**src/rtl/mlp_pkg.sv**
```systemverilog
// Shared types and default sizes for the MLP core and its sequencer.
package mlp_pkg;

  localparam int unsigned FP_TOTAL_BITS      = 16;
  localparam int unsigned FP_FRAC_BITS       = 8;
  localparam int unsigned DEF_NUM_FEATURES   = 4;
  localparam int unsigned DEF_NUM_CLASSES    = 3;
  localparam int unsigned DEF_TIMEOUT_CYCLES = 64;

  typedef logic signed [FP_TOTAL_BITS-1:0] fp_t;

  typedef enum logic [2:0] {
    S_IDLE,
    S_START,
    S_WAIT,
    S_ARGMAX,
    S_OUT
  } seq_state_e;

  // Index width that stays at least one bit wide for a single class.
  function automatic int unsigned idx_width(input int unsigned n);
    return (n > 1) ? $clog2(n) : 1;
  endfunction

endpackage

```
**src/rtl/mlp_sequencer_if.sv**
```systemverilog
// Sample, core and result channels of the MLP sequencer.
interface mlp_sequencer_if
  import mlp_pkg::*;
#(
  parameter int unsigned NUM_FEATURES = DEF_NUM_FEATURES,
  parameter int unsigned NUM_CLASSES  = DEF_NUM_CLASSES
);
  localparam int unsigned CLS_W = idx_width(NUM_CLASSES);

  logic                        in_valid;
  logic                        in_ready;
  fp_t  [NUM_FEATURES-1:0]     in_x;
  fp_t  [NUM_FEATURES-1:0]     mlp_x;
  logic                        mlp_start;
  logic                        mlp_done;
  fp_t  [NUM_CLASSES-1:0]      mlp_out;
  logic                        res_valid;
  logic                        res_ready;
  logic [CLS_W-1:0]            res_class;
  fp_t                         res_score;
  fp_t  [NUM_CLASSES-1:0]      res_scores;
  logic                        busy;
  logic                        timeout;

  modport master (
    input  in_valid, in_x, mlp_done, mlp_out, res_ready,
    output in_ready, mlp_x, mlp_start, res_valid, res_class, res_score,
           res_scores, busy, timeout
  );

  modport slave (
    output in_valid, in_x, mlp_done, mlp_out, res_ready,
    input  in_ready, mlp_x, mlp_start, res_valid, res_class, res_score,
           res_scores, busy, timeout
  );

endinterface

```
**src/rtl/mlp_argmax.sv**
```systemverilog
// Sequential signed argmax: one score per step, ties keep the lowest index.
module mlp_argmax
  import mlp_pkg::*;
#(
  parameter int unsigned NUM_CLASSES = DEF_NUM_CLASSES,
  localparam int unsigned CLS_W      = idx_width(NUM_CLASSES)
) (
  input  logic                   clk,
  input  logic                   reset,
  input  logic                   load,
  input  fp_t                    first,
  input  logic                   step,
  input  fp_t [NUM_CLASSES-1:0]  scores,
  output logic                   done_c,
  output logic [CLS_W-1:0]       idx,
  output fp_t                    best
);

  logic [CLS_W-1:0] cnt_q;

  // High while the final index is being examined.
  assign done_c = (cnt_q == CLS_W'(NUM_CLASSES - 1));

  always_ff @(posedge clk) begin
    if (reset) begin
      cnt_q <= '0;
      idx   <= '0;
      best  <= '0;
    end else if (load) begin
      cnt_q <= CLS_W'(1);
      idx   <= '0;
      best  <= first;
    end else if (step) begin
      if ($signed(scores[cnt_q]) > $signed(best)) begin
        best <= scores[cnt_q];
        idx  <= cnt_q;
      end
      cnt_q <= cnt_q + CLS_W'(1);
    end
  end

endmodule

```
**src/rtl/mlp_sequencer.sv**
```systemverilog
// Drives the MLP core from a sample stream: capture, start, watchdog wait,
// argmax over the returned scores and a valid/ready result channel.
module mlp_sequencer
  import mlp_pkg::*;
#(
  parameter int unsigned NUM_FEATURES   = DEF_NUM_FEATURES,
  parameter int unsigned NUM_CLASSES    = DEF_NUM_CLASSES,
  parameter int unsigned TIMEOUT_CYCLES = DEF_TIMEOUT_CYCLES
) (
  input logic              clk,
  input logic              reset,
  mlp_sequencer_if.master  bus
);

  localparam int unsigned CLS_W = idx_width(NUM_CLASSES);
  localparam int unsigned WD_W  = (TIMEOUT_CYCLES > 1) ? $clog2(TIMEOUT_CYCLES) : 1;

  seq_state_e              state_q, state_d;
  logic [WD_W-1:0]         wd_q;
  fp_t [NUM_FEATURES-1:0]  x_q;
  fp_t [NUM_CLASSES-1:0]   scores_q;
  logic                    in_ready_q, start_q, res_valid_q, busy_q, timeout_q;
  logic                    capture_x, capture_scores, ag_step, set_timeout;
  logic                    ag_done_c;
  logic [CLS_W-1:0]        ag_idx;
  fp_t                     ag_best;

  always_comb begin
    state_d        = state_q;
    capture_x      = 1'b0;
    capture_scores = 1'b0;
    ag_step        = 1'b0;
    set_timeout    = 1'b0;
    unique case (state_q)
      S_IDLE: begin
        if (bus.in_valid) begin
          capture_x = 1'b1;
          state_d   = S_START;
        end
      end
      S_START: state_d = S_WAIT;
      S_WAIT: begin
        // A done arriving in the last watchdog cycle still wins.
        if (bus.mlp_done) begin
          capture_scores = 1'b1;
          state_d        = (NUM_CLASSES > 1) ? S_ARGMAX : S_OUT;
        end else if (wd_q == WD_W'(TIMEOUT_CYCLES - 1)) begin
          set_timeout = 1'b1;
          state_d     = S_IDLE;
        end
      end
      S_ARGMAX: begin
        ag_step = 1'b1;
        if (ag_done_c) state_d = S_OUT;
      end
      S_OUT: begin
        if (bus.res_ready) state_d = S_IDLE;
      end
      default: state_d = S_IDLE;
    endcase
  end

  // State plus handshake/status flags registered from the next state.
  always_ff @(posedge clk) begin
    if (reset) begin
      state_q     <= S_IDLE;
      in_ready_q  <= 1'b1;
      start_q     <= 1'b0;
      res_valid_q <= 1'b0;
      busy_q      <= 1'b0;
    end else begin
      state_q     <= state_d;
      in_ready_q  <= (state_d == S_IDLE);
      start_q     <= (state_d == S_START);
      res_valid_q <= (state_d == S_OUT);
      busy_q      <= (state_d != S_IDLE);
    end
  end

  always_ff @(posedge clk) begin
    if (reset) begin
      wd_q      <= '0;
      x_q       <= '0;
      scores_q  <= '0;
      timeout_q <= 1'b0;
    end else begin
      if (capture_x) x_q <= bus.in_x;
      if (state_q == S_START)     wd_q <= '0;
      else if (state_q == S_WAIT) wd_q <= wd_q + WD_W'(1);
      if (capture_scores) scores_q <= bus.mlp_out;
      if (set_timeout) timeout_q <= 1'b1;
    end
  end

  mlp_argmax #(.NUM_CLASSES(NUM_CLASSES)) u_argmax (
    .clk    (clk),
    .reset  (reset),
    .load   (capture_scores),
    .first  (bus.mlp_out[0]),
    .step   (ag_step),
    .scores (scores_q),
    .done_c (ag_done_c),
    .idx    (ag_idx),
    .best   (ag_best)
  );

  assign bus.in_ready   = in_ready_q;
  assign bus.mlp_x      = x_q;
  assign bus.mlp_start  = start_q;
  assign bus.res_valid  = res_valid_q;
  assign bus.res_class  = ag_idx;
  assign bus.res_score  = ag_best;
  assign bus.res_scores = scores_q;
  assign bus.busy       = busy_q;
  assign bus.timeout    = timeout_q;

endmodule

```
**src/flat_wrapper.sv**
```systemverilog
// flat-port wrapper written by rule: the top's interface ports become plain ports
module mlp_sequencer_flat import mlp_pkg::*;
#(
  parameter int unsigned NUM_FEATURES   = DEF_NUM_FEATURES,
  parameter int unsigned NUM_CLASSES    = DEF_NUM_CLASSES,
  parameter int unsigned TIMEOUT_CYCLES = DEF_TIMEOUT_CYCLES
)
  (clk, reset, bus_in_valid, bus_in_x, bus_mlp_done, bus_mlp_out, bus_res_ready, bus_in_ready, bus_mlp_x, bus_mlp_start, bus_res_valid, bus_res_class, bus_res_score, bus_res_scores, bus_busy, bus_timeout);
  mlp_sequencer_if #(.NUM_FEATURES(NUM_FEATURES), .NUM_CLASSES(NUM_CLASSES)) bus_i ();
  input logic clk;
  input logic reset;
  input wire logic [$bits(bus_i.in_valid)-1:0] bus_in_valid;
  input wire logic [$bits(bus_i.in_x)-1:0] bus_in_x;
  input wire logic [$bits(bus_i.mlp_done)-1:0] bus_mlp_done;
  input wire logic [$bits(bus_i.mlp_out)-1:0] bus_mlp_out;
  input wire logic [$bits(bus_i.res_ready)-1:0] bus_res_ready;
  output wire logic [$bits(bus_i.in_ready)-1:0] bus_in_ready;
  output wire logic [$bits(bus_i.mlp_x)-1:0] bus_mlp_x;
  output wire logic [$bits(bus_i.mlp_start)-1:0] bus_mlp_start;
  output wire logic [$bits(bus_i.res_valid)-1:0] bus_res_valid;
  output wire logic [$bits(bus_i.res_class)-1:0] bus_res_class;
  output wire logic [$bits(bus_i.res_score)-1:0] bus_res_score;
  output wire logic [$bits(bus_i.res_scores)-1:0] bus_res_scores;
  output wire logic [$bits(bus_i.busy)-1:0] bus_busy;
  output wire logic [$bits(bus_i.timeout)-1:0] bus_timeout;
  assign bus_i.in_valid = bus_in_valid;
  assign bus_i.in_x = bus_in_x;
  assign bus_i.mlp_done = bus_mlp_done;
  assign bus_i.mlp_out = bus_mlp_out;
  assign bus_i.res_ready = bus_res_ready;
  assign bus_in_ready = bus_i.in_ready;
  assign bus_mlp_x = bus_i.mlp_x;
  assign bus_mlp_start = bus_i.mlp_start;
  assign bus_res_valid = bus_i.res_valid;
  assign bus_res_class = bus_i.res_class;
  assign bus_res_score = bus_i.res_score;
  assign bus_res_scores = bus_i.res_scores;
  assign bus_busy = bus_i.busy;
  assign bus_timeout = bus_i.timeout;
  mlp_sequencer #(.NUM_FEATURES(NUM_FEATURES), .NUM_CLASSES(NUM_CLASSES), .TIMEOUT_CYCLES(TIMEOUT_CYCLES)) u_core (.clk(clk), .reset(reset), .bus(bus_i));
endmodule
```
**config.mk**
```make
export PLATFORM = sky130hd
export DESIGN_NAME = mlp_sequencer_flat
export DESIGN_NICKNAME = d
export VERILOG_FILES = /design/src/rtl/mlp_pkg.sv /design/src/rtl/mlp_sequencer_if.sv /design/src/rtl/mlp_argmax.sv /design/src/rtl/mlp_sequencer.sv /design/src/flat_wrapper.sv
export SDC_FILE = /design/constraint.sdc
export NUM_CORES = 1
export LEC_CHECK = 0
export BUFFER_PORTS_ARGS = -buffer_cell sky130_fd_sc_hd__clkbuf_2
export CORE_ASPECT_RATIO = 0.75
export CORE_UTILIZATION = 48
export DETAILED_ROUTE_END_ITERATION = 7
export GPL_TIMING_DRIVEN = 0
export PLACE_DENSITY_LB_ADDON = 0.12
export SLEW_MARGIN = 5
export SYNTH_ARGS = -nofsm -noshare
export SYNTH_HDL_FRONTEND = slang
export SYNTH_SLANG_ARGS = --single-unit
```
**constraint.sdc**
```tcl
create_clock -name clk -period 3.86 [get_ports clk]
set_clock_uncertainty 0.15 [all_clocks]
set_input_delay 0.772 -clock clk [delete_from_list [all_inputs] [get_ports clk]]
set_output_delay 0.772 -clock clk [all_outputs]
set_load 0.005 [all_outputs]
```
Word level (Yosys, flattened, before mapping). Index checks and enable logic that the tools add are counted.

Divide/modulo/power cells: 0. Reduce and logical (&&, ||, !) cells: 9. Equal/unequal tests: 8. Bitwise gates (word level): 0. Mux-type cells: 21. Multiply operators: 0. Shifts and indexed selects: 0. $add $sub $neg: 2. Order comparisons: 2.

Operator list (number): 2-to-1 mux 16 bit (4); binary-select mux 16 bit (select 2 bit) (1); > comparator 16 bit (1); 2-to-1 mux 3 bit (5); case mux 3 bit (5 select lines) (1); 2-to-1 mux 1 bit (10); adder 6 x 1 -> 6 bit (second input constant) (1); == test 3 x 1 -> 1 bit (second input constant) (2); == test 3 x 2 -> 1 bit (second input constant) (2); == test 3 bit (second input constant) (2); == test 6 bit (second input constant) (1); logical NOT 3 bit (2); AND reduction 2 bit (2); nonzero test 2 bit (2); OR reduction 2 bit (2); < comparator 2 x 3 -> 1 bit (second input constant) (1); nonzero test 3 bit (1); adder 2 x 1 -> 2 bit (second input constant) (1); == test 2 bit (second input constant) (1).

Output and inout port bits: 135. Memory bits (writable): 0. Bits in latches: 0. Logic and storage cells: 60. Memory bits (read-only): 0. Memories kept: 0. Bits of input ports: 117. Bits in registers: 146.

Longest topological paths before layout. Gate-level depths: netlist (run 1).

Word-level depth: 6. Mapped depth: 15. Gate-level depth less buffers: 11.

Modules after synthesis. From an unflattened synthesis (run 1), not the netlist that was laid out.

Cell total of the unflattened synthesis: 787. Area, all modules: 6167.2 um2.

By module, submodules not included: mlp_sequencer (area each 4416.7 um2, cells each 557, times used 1, sequential area each 2522.4 um2); mlp_argmax (area each 1750.4 um2, cells each 230, times used 1, sequential area each 400.4 um2).

Worst setup path before layout (run 1). No wires, ideal clock.

Kind: register to register. Start point: register u_core.u_argmax.cnt_q[1]. End point: register u_core.u_argmax.best[10]. Data required time: 3.574 ns. Arrival time: 3.000 ns. Path slack: 0.574 ns. Buffers on the path: 4. Cell stages (with the launch flop): 13. Library setup time: 0.136 ns. Period minus slack after synthesis: 3.286 ns. Cell sequence: dfxtp_1 buf_2 buf_1 mux2i_1 o21ai_1 ha_1 nand4_2 or4_4 o21a_1 clkbuf_1 buf_2 nand4_1 o221ai_2.

Longest elaborated chain between the ends: 5. Elaborated cells on any way between the ends: 8. Classes of those cells: 1 x order compare; 5 x mux; 2 x reduce/logical.

RTL lines: from (decl) (line mlp_argmax.sv:19) `logic [CLS_W-1:0] cnt_q;`; from (signal assigned) (line mlp_argmax.sv:38) `cnt_q <= cnt_q + CLS_W'(1);`; binary-select mux 16 bit (select 2 bit) * (line mlp_argmax.sv:34, mlp_argmax.sv:35); 2-to-1 mux 16 bit (implied by the code) * (line mlp_argmax.sv:34, mlp_argmax.sv:35); > comparator 16 bit / 2-to-1 mux 16 bit (equally long branches) (line mlp_argmax.sv:34) `if ($signed(scores[cnt_q]) > $signed(best)) begin`; nonzero test 2 bit (no line) / 2-to-1 mux 16 bit (equally long branches); AND reduction 2 bit (no line) / 2-to-1 mux 16 bit (equally long branches); to (signal assigned) (line mlp_argmax.sv:32) `best <= first;`; to (signal assigned) (line mlp_argmax.sv:35) `best <= scores[cnt_q];`; to (decl) (line mlp_argmax.sv:16) `output fp_t best`.

Mark *: on every way between the ends. The rest lies on a longest branch, timed or not. The select of a mux whose other input is x is not followed. A chain may end at the register's enable or synchronous reset.

Worst setup path in the final report (run 1).
Start point: register u_core.u_argmax.cnt_q[1]. End point: register u_core.u_argmax.best[8].

Same word-level chain as after synthesis.

==> summary.txt, run 1 <==
Logic synthesis
  – Synthesized Nets: between 800 and 900
  – Ys async rst share: 0%
  – EDFF count, synth: 0
  – Syn avg cell area: between 8 and 9 um2
  – Flops & latches, synth: approximately 150
  – Netlist Area Pre-Place: 0.006080 mm2
  – Post-synthesis cell count: 754
  – Synth Flop Type: dfxtp_1
  – Register area share after synthesis: 48.08%
  – Synth unique cells: 44
  – Yosys warns: 0

Detailed routing
  – DRT iter0 DRCs: 299
  – Vias per std cell: 5.144
  – DRT Pass-1 Iters: 5
  – Avg WL per Cell: 15.23 um
  – Detail Route Antenna Nets: 0
  – Final WL: 18310 um
  – Via count: 6183
  – # DRC: 0

Pwr
  – Static Leak: 3.525 nW
  – Pwr dens: 478.3 mW/mm2
  – Peak supply drop: just over 0.4 mV

Worst setup path
  – CP max stage delay: 0.59 ns
  – Worst path bufs/invs: 4
  – CP Launch Type: flop
  – Worst Path Arrival: 3.82 ns
  – Worst path cell trace: buf_2, clkbuf_4, mux2i_1, o21ai_1, ha_1, nand4_2, or4_4, o21a_1, clkbuf_1, buf_2, nand4_1, o221ai_2
  – CP Class: reg -> reg
  – Crit path max-delay cell type: or4_4
  – Critical path endpoint category: flop
  – Top delay family on crit path: buffers and inverters
  – WP data required: 3.99 ns
  – Cell mode on critical path: buf_2
  – CP Max Fanout: 10

GRT
  – Initial antenna violation count: 0
  – Vias in the first global route: 5652
  – Largest net degree at the start of global routing: 17
  – GRT Overall Usage: 28.00%
  – GR Overflow Total: 0
  – First-pass GRT wire length: 28820 um

Placement
  – I/O Buffers: 251
  – Estimated wirelength of the detail-placed design: around 14000 um
  – Post-placement cell count: 1171
  – RD Place Congestion: 0.8909

Hold path
  – Worst min-delay path class: reg -> reg

Clock tree
  – Clock buffer depth: 2
  – Postcts setup bufs: 0
  – Clock Tree Root: clkbuf_16
  – Worst-path clk slew: 0.06 ns
  – CTS tree: built
  – Clk_lat worst skew: between 0.4 and 0.5 ns
  – Num CTS Buffers: 17
  – TritonCTS Sinks: 146
  – Htree depth: 4

Finish
  – Final std cells w/o fill: approximately 1200
  – Final Net Count: 1158
  – Area Overhead vs Synth: 34.10%
  – Layout cell share with drive strength beyond 1: 30.31%
  – Diodes inserted: 0

STA
  – Final period util: 95.56%
  – Rel. slew slack: 55.64%
  – RSZ-0062 raised after global routing: false
  – Tightest Pin Transition: 0.6654 ns
  – Final Critical Period: 3.689 ns
  – # setup viols final: 0
  – Setup TNS: 0 ns
  – Final Hold Viols: 0
  – Achievable Freq: 271.1 MHz
  – Fin. max-slew vios: 0

Status
  – Status: complete, no violations

Floorplan
  – FP Rows: 35
  – Chip height: 99.47 um
  – Core Area: 0.01231 mm2
  – Starting density of the core: 49.41%
  – DIE AREA: ~0.013 mm2
  – Die Wd: 132.0 um
  – Num ports: 252

Job
  – Max-Cap Viols: 0
-- routing by layer --
metal | wire length [um] | global-route usage [%] | vias up
met4 | 204 | 8.408 | 0
met5 | 0 | 0 | -
met3 | 1384 | 6.524 | 18
li1 | - | - | 3097
met2 | 8184 | 42.78 | 242
met1 | 8537 | 39.30 | 2826
-- final timing paths --
check | startpoint | endpoint | slack, ns | cells past startpoint
max | u_core.u_argmax.cnt_q[1] | u_core.u_argmax.best[8] | 0.17 | 12
min | u_core.bus.mlp_x[39] | u_core.bus.mlp_x[39] | 0.30 | 2
max reg2reg | u_core.u_argmax.cnt_q[1] | u_core.u_argmax.best[8] | 0.17 | 12
min reg2reg | u_core.bus.mlp_x[39] | u_core.bus.mlp_x[39] | 0.30 | 2
-- per-stage QoR --
| stage | power, mW | setup WS, ns | util (%) | hold slack [ns] | instance area (um2) |
|---|---|---|---|---|---|
| 2_1_floorplan | 1.996 | 0.5740 | - | 0.3027 | 6080 |
| 3_3_place_gp | 2.230 | -0.1756 | 61.30 | 0.2925 | 7543 |
| 3_5_place_dp | 2.234 | -0.1846 | 61.30 | 0.2956 | 7543 |
| 4_1_cts | 3.917 | 0.05504 | 66.22 | 0.3040 | 8149 |
| 5_1_grt | 4.055 | 0.05347 | 66.25 | 0.3191 | 8153 |
| 6_report | 3.899 | 0.1712 | 66.25 | 0.3029 | 8153 |
-- repair_timing --
| item | in CTS | in global routing |
|---|---|---|
| hold buffers | 0 | 0 |
| setup endpoints to repair | 16 | 15 |
| gates cloned | 0 | 0 |
| gates resized for setup | 3 | 2 |
-- final cells by class --
class	instances	area [um2]
buffer	54	240.2
clock buffer	20	446.7
clock inverter	12	153.9
fill	1100	4153
inverter	16	60.06
multi-input combinational	537	2865
sequential	146	2923
tap	166	207.7
timing repair buffer	251	1256
-- synthesized netlist by cell type, types with 2 or more instances --
master / instances / area (um2)
clkbuf_1: 40 / 150.1
or3_1: 17 / 106.4
o21a_1: 2 / 15.01
ha_1: 18 / 225.2
nor3_1: 3 / 15.01
a21o_1: 2 / 15.01
nand2b_1: 2 / 12.51
nor2_1: 16 / 60.06
o21bai_1: 2 / 15.01
xor2_1: 3 / 26.28
o21ai_1: 9 / 45.04
dfxtp_1: 146 / 2923
o221ai_1: 5 / 43.79
mux2i_1: 17 / 170.2
a31oi_1: 2 / 12.51
nand2_1: 248 / 930.9
o221ai_2: 10 / 150.1
buf_6: 2 / 22.52
nand4_1: 19 / 118.9
o21ai_0: 12 / 60.06
o211ai_1: 2 / 15.01
nand3b_1: 3 / 22.52
nor2b_1: 2 / 12.51
buf_2: 11 / 55.05
xnor2_1: 2 / 17.52
nand3_1: 2 / 10.01
inv_1: 16 / 60.06
a21oi_1: 125 / 625.6
-- sequential cells by signal, indices dropped and copies added (netlist names), 2 cells and up --
register	cells
u_core.bus.mlp_x	64
u_core.bus.res_scores	48
u_core.u_argmax.best	16
u_core.wd_q	6
u_core.state_q	3
u_core.u_argmax.cnt_q	2
u_core.u_argmax.idx	2
-- cell families after synthesis --
logic type | after synthesis | share of synthesized area, %
AOI/OAI and AO/OA | 176 | 17.16
xor gates and xnor gates | 5 | 0.7204
adders and majority gates | 18 | 3.705
buffers and inverters | 71 | 4.919
DFF | 146 | 48.08
muxes | 17 | 2.799
and+or+nand+nor | 321 | 22.62
-- report_power, final --
group	total, mW	switching, mW	internal (mW)
Sequential	1.64	0.0516	1.59
Combinational	0.569	0.336	0.233
Clock	1.69	0.653	1.04
-- worst min-delay path: cells and delay by family (launching register included) --
family | cells | cell delay (ns)
AND/OR/NAND/NOR | 1 | 0.05
flip-flops | 1 | 0.31
AO/OA/AOI/OAI | 1 | 0.05
-- cells in the final DEF (no fill, tap or decap), drive strengths merged, types with 3 or more instances in the layout --
cell type  Yosys  layout
a21oi        126     126
buf           15      14
bufinv         0       3
clkbuf        40     311
clkinv         0       3
clkinvlp       0       3
dfxtp        146     146
ha            18      18
inv           16      19
mux2i         17      17
nand2        248     248
nand3b         3       3
nand4         20      20
nor2          17      17
nor3           3       3
o21ai         21      21
o221ai        15      15
or3           17      17
xor2           3       3
(Power assumes the default switching activity.)
==> inputs of run 2 (changes only) <==
Settings changed: MAX_ROUTING_LAYER from default to met4.
==> summary.txt, run 2 (synthesized netlist as in run 1, its figures left out) <==
Detailed routing
  – Final WL: approximately 18000 um
  – Via count: 6209
  – Vias per std cell: 5.166
  – DRT Pass-1 Iters: 5
  – # DRC: 0
  – DRT iter0 DRCs: roughly 300
  – Avg WL per Cell: about 15 um
  – Detail Route Antenna Nets: 0

GRT
  – Vias in the first global route: 5664
  – Largest net degree at the start of global routing: 17
  – GR Overflow Total: 0
  – Met3 Use GR: 7.136%
  – Initial antenna violation count: 0
  – GRT Overall Usage: 28.94%
  – First-pass GRT wire length: 28820 um
  – Met1 Use GR: 39.72%
  – Gr busiest metal: met2
  – Grt met2 use: 42.82%

Finish
  – Area of the multi-input gates: 0.002865 mm2
  – Reg area: 0.002923 mm2
  – Max reg flops: 64
  – Most frequent cells in the layout: clkbuf_2, nand2_1, dfxtp_1
  – Finished Cell Area: 0.008153 mm2
  – Final Net Count: 1158
  – Diodes inserted: 0
  – Layout cell share with drive strength beyond 1: 30.31%
  – Commonest non-fill, non-tap cell in the layout: clkbuf_2
  – Fillers: 1100
  – Area Overhead vs Synth: 34.10%

Worst setup path
  – CP Launch Type: flop
  – WP data required: 3.98 ns
  – RR Startpoint: u_core.u_argmax.cnt_q[1]
  – CP Max Fanout: 10
  – FF-to-FF End: u_core.u_argmax.best[8]
  – Worst Path Arrival: around 3.8 ns
  – Critical path origin: u_core.u_argmax.cnt_q[1]
  – Reg2Reg Depth: 12
  – Worst reg2reg setup slack: 0.17 ns
  – Critical path endpoint category: flop
  – CP Class: reg -> reg
  – CP Capture Point: u_core.u_argmax.best[8]

Clock tree
  – Clock Tree Root: clkbuf_16
  – Num CTS Buffers: 17
  – Postcts setup bufs: 0
  – CTS tree: built
  – Worst-path clk slew: 0.06 ns
  – TritonCTS Sinks: around 150
  – Htree depth: 4
  – Clock buffer depth: 2
  – Clk_lat worst skew: 0.42 ns

STA
  – Tightest Pin Transition: 0.6718 ns
  – Final Critical Period: 3.691 ns
  – Achievable Freq: around 270 MHz
  – RSZ-0062 raised after global routing: false
  – # setup viols final: 0
  – Final period util: 95.61%
  – Rel. slew slack: around 55%
  – Final Hold Viols: 0
  – WHS: 0.3028 ns
  – Fin. max-slew vios: 0

Hold path
  – Worst min-delay path class: reg -> reg
  – Startpoint of the worst hold path: u_core.bus.mlp_x[39]
  – Min-Delay Path Depth: 2

Pwr
  – Pwr dens: 477.9 mW/mm2
  – Static Leak: 3.525 nW
  – Total power: 3.896 mW
  – Peak supply drop: 0.4114 mV

Floorplan
  – Die Wd: approximately 130 um
  – Starting density of the core: between 40% and 50%
  – FP Rows: 35
  – DIE AREA: 0.01312 mm2
  – Num ports: 252
  – Chip height: 99.47 um
  – Core Area: 0.01231 mm2

Job
  – Max-Cap Viols: 0

Placement
  – DP Area: between 0.007 and 0.008 mm2
  – Estimated wirelength of the detail-placed design: 13980 um
  – RD Place Congestion: 0.9059
  – I/O Buffers: 251

Status
  – Status: complete, no violations
run 2: what timing repair did:
item                       in CTS  in global routing
gates resized for setup         3                  2
setup endpoints to repair      16                 15
hold buffers                    0                  0
run 2: area by class of cell:
type,instances,area share [%]
Sequential cell,146,35.85
Multi-Input combinational cell,537,35.14
Timing Repair Buffer,251,15.41
Clock buffer,20,5.479
Buffer,54,2.947
Tap cell,166,2.548
Clock inverter,12,1.888
Inverter,16,0.7366
run 2: critical path, stage by stage (launching register included):
cell and delay (ns):
dfxtp_1 0.33, buf_2 0.33, clkbuf_4 0.34, mux2i_1 0.24, o21ai_1 0.14, ha_1 0.37
nand4_2 0.14, or4_4 0.59, o21a_1 0.20, clkbuf_1 0.22, buf_2 0.25, nand4_1 0.13
o221ai_2 0.10
run 2: worst min-delay path by stage:
| stage | endpoint | slack [ns] |
|---|---|---|
| 3_5_place_dp | u_core.bus.mlp_x[8] | 0.30 |
| 5_1_grt | u_core.bus.mlp_x[3] | 0.32 |
| 2_1_floorplan | u_core.bus.mlp_x[0] | 0.30 |
| 4_1_cts | u_core.bus.mlp_x[6] | 0.30 |
| 3_3_place_gp | u_core.bus.mlp_x[6] | 0.29 |
| 6_report | u_core.bus.mlp_x[39] | 0.30 |
run 2: metrics by stage:
| step | cells | setup slack, ns | utilization [%] | setup TNS, ns |
|---|---|---|---|---|
| final | 1202 | 0.1693 | 66.25 | 0 |
| after detailed placement | 1171 | -0.1846 | 61.30 | -2.123 |
| after CTS | 1203 | 0.05504 | 66.22 | 0 |
| after floorplan | 754 | 0.5740 | - | 0 |
| after global placement | 1171 | -0.1756 | 61.30 | -2.001 |
| after global routing | 1202 | 0.05362 | 66.25 | 0 |
run 2: power breakdown:
| group | total, mW | switching (mW) | internal [mW] |
|---|---|---|---|
| combinational | 0.568 | 0.335 | 0.233 |
| clock | 1.69 | 0.651 | 1.04 |
| sequential | 1.64 | 0.0518 | 1.59 |
| total | 3.90 | 1.04 | 2.86 |
run 2: per-layer routing:
layer	vias to the layer above	wire length (um)
met5	-	0
met4	0	167
met3	14	1432
met2	253	8224
met1	2846	8544
li1	3096	-
==> inputs of run 3 (changes only) <==
Settings changed: SETUP_SLACK_MARGIN from default to 0.4.
==> summary.txt, run 3 (synthesized netlist as in run 1, its figures left out) <==
Status
  – Status: complete, no violations

Pwr
  – Clk network pwr share: 43.2%
  – P_int: between 2 and 3 mW
  – Combinational Power Share: 14.8%
  – Psw: 1.043 mW
  – Peak supply drop: 0.4104 mV
  – Static Leak: 3.549 nW
  – Pwr dens: 476.8 mW/mm2
  – Sequential share of power: 41.9%
  – Sw frac: 26.71%

Worst setup path
  – Worst path cell trace: buf_6, buf_6, mux2i_1, o21ai_1, ha_1, nand4_2, or4_4, o21a_1, clkbuf_2, clkbuf_4, nand4_1, o221ai_2
  – CP Capture Point: u_core.u_argmax.best[8]
  – Worst path bufs/invs: 4
  – Critical path origin: u_core.u_argmax.cnt_q[1]
  – RR Startpoint: u_core.u_argmax.cnt_q[1]
  – CP max stage delay: 0.59 ns
  – WP data required: ~4.0 ns
  – Worst Path Arrival: 3.47 ns
  – CP Max Fanout: 10
  – Cell mode on critical path: buf_6
  – Worst reg2reg setup slack: 0.51 ns
  – CP Launch Type: flop
  – FF-to-FF End: u_core.u_argmax.best[8]
  – Reg2Reg Depth: 12
  – Crit path max-delay cell type: or4_4
  – Number of cells on the critical path: 12
  – Critical path endpoint category: flop
  – Top delay family on crit path: simple AND/OR/NAND/NOR gates
  – CP Class: reg -> reg

Placement
  – I/O Buffers: 251
  – Estimated wirelength of the detail-placed design: 13980 um
  – Post-placement cell count: 1171
  – DP Area: 0.007543 mm2
  – RD Place Congestion: 0.9059

Finish
  – Most frequent cells in the layout: clkbuf_2, nand2_1, dfxtp_1
  – Final std cells w/o fill: between 1000 and 1500
  – Area Overhead vs Synth: 34.76%
  – Commonest non-fill, non-tap cell in the layout: clkbuf_2
  – Fillers: 1100
  – Final Net Count: 1161
  – Layout cell share with drive strength beyond 1: 30.70%
  – Finished Cell Area: 0.008193 mm2
  – Max reg flops: 64
  – Diodes inserted: 0

Detailed routing
  – Avg WL per Cell: approximately 15 um
  – Final WL: about 18000 um
  – # DRC: 0
  – Via count: 6243
  – DRT Pass-1 Iters: 6
  – Detail Route Antenna Nets: 0
  – DRT iter0 DRCs: 330
  – Vias per std cell: 5.181

STA
  – Rel. slew slack: 56.57%
  – Fin. max-slew vios: 0
  – Final Hold Viols: 0
  – Tightest Pin Transition: ~0.65 ns
  – RSZ-0062 raised after global routing: false
  – Final Critical Period: around 3.4 ns
  – Achievable Freq: 298.4 MHz
  – # setup viols final: 0
  – Setup TNS: 0 ns
  – Final period util: 86.83%

Job
  – Max-Cap Viols: 0

GRT
  – Met1 Use GR: about 40%
  – Gr busiest metal: met2
  – Largest net degree at the start of global routing: 17
  – Vias in the first global route: between 5000 and 6000
  – Met3 Use GR: under 10%
  – GRT Overall Usage: 29.00%
  – GR Overflow Total: 0
  – First-pass GRT wire length: 28880 um
  – Initial antenna violation count: 0
  – Grt met2 use: 43.10%

Hold path
  – Worst min-delay path class: reg -> reg
  – Min-Delay Path Depth: 2

Clock tree
  – Worst-path clk slew: 0.06 ns
  – CTS tree: built
  – CTS Hold Bufs: 0
  – Htree depth: 4
  – Clock Tree Root: clkbuf_16
  – Num CTS Buffers: 17
  – TritonCTS Sinks: 146
  – Clock buffer depth: 2
  – Clk_lat worst skew: 0.42 ns

Floorplan
  – Num ports: 252
  – FP Rows: 35
  – Die Wd: 132.0 um
  – DIE AREA: between 0.01 and 0.015 mm2
  – Chip height: 99.47 um
  – Starting density of the core: 49.41%
  – Core Area: 0.01231 mm2
==> run 3: changes by cell type in the layout (fill, tap and decap cells not counted) <==
cell	delta
buf_2	-2
buf_4	+2
clkbuf_1	-2
clkbuf_4	+2
buf_6	+2
clkbuf_2	+1
==> run 3: worst min-delay path by stage <==
| stage | start | to | slack (ns) |
|---|---|---|---|
| after floorplan | u_core.bus.mlp_x[0] | u_core.bus.mlp_x[0] | 0.30 |
| after global placement | u_core.bus.mlp_x[6] | u_core.bus.mlp_x[6] | 0.29 |
| after detailed placement | u_core.bus.mlp_x[8] | u_core.bus.mlp_x[8] | 0.30 |
| after CTS | u_core.bus.mlp_x[6] | u_core.bus.mlp_x[6] | 0.30 |
| after global routing | u_core.bus.mlp_x[3] | u_core.bus.mlp_x[3] | 0.32 |
| final | u_core.bus.mlp_x[39] | u_core.bus.mlp_x[39] | 0.30 |
==> run 3: final cells by class <==
type	count	area [um2]	area share, %
flip-flops and latches	146	2923	35.67
multi-input cells	537	2865	34.97
repair buffers	253	1271	15.52
clock buffers	20	446.7	5.452
plain buffers	55	265.3	3.238
well taps	166	207.7	2.535
clock inverters	12	153.9	1.878
inverters	16	60.06	0.7330
==> run 3: power by group through the flow <==
stage / combinational [mW] / sequential (mW) / clock (mW)
after floorplan: 0.326 / 1.67 / 0
after global placement: 0.562 / 1.67 / 0
after detailed placement: 0.564 / 1.67 / 0
after CTS: 0.571 / 1.64 / 1.71
after global routing: 0.636 / 1.65 / 1.78
final: 0.579 / 1.64 / 1.69
==> run 3: worst reg2reg max path: cells and delay by family (launching register included) <==
| kind | cells | cell delay, ns |
|---|---|---|
| DFF | 1 | 0.35 |
| adders and majority gates | 1 | 0.35 |
| muxes | 1 | 0.23 |
| AOI/OAI and AO/OA | 3 | 0.45 |
| and+or+nand+nor | 3 | 0.87 |
| buffers and inverters | 4 | 0.80 |
==> run 3: through the flow <==
step           hold WS [ns]  worst slack (ns)  total power [mW]  utilization [%]
2_1_floorplan        0.3027            0.5740             1.996                -
3_3_place_gp         0.2925           -0.1756             2.230            61.30
3_5_place_dp         0.2956           -0.1846             2.234            61.30
4_1_cts              0.3040            0.4088             3.919            66.37
5_1_grt              0.3191            0.4077             4.065            66.58
6_report             0.3029            0.5084             3.906            66.58
==> run 3: layer usage <==
| layer | vias to the layer above | part of all wire, % |
|---|---|---|
| li1 | 3099 | - |
| met1 | 2886 | 47 |
| met2 | 243 | 45 |
| met3 | 15 | 6.9 |
| met4 | 0 | 0.92 |
| met5 | - | 0 |
==> run 3: timing repair <==
action                     in CTS  in global routing
setup endpoints to repair      18                 14
gates resized for setup         9                  8
pin swaps                       1                  2
cloned                          0                  0
hold endpoints to repair        0                  0
buffers inserted                0                  2
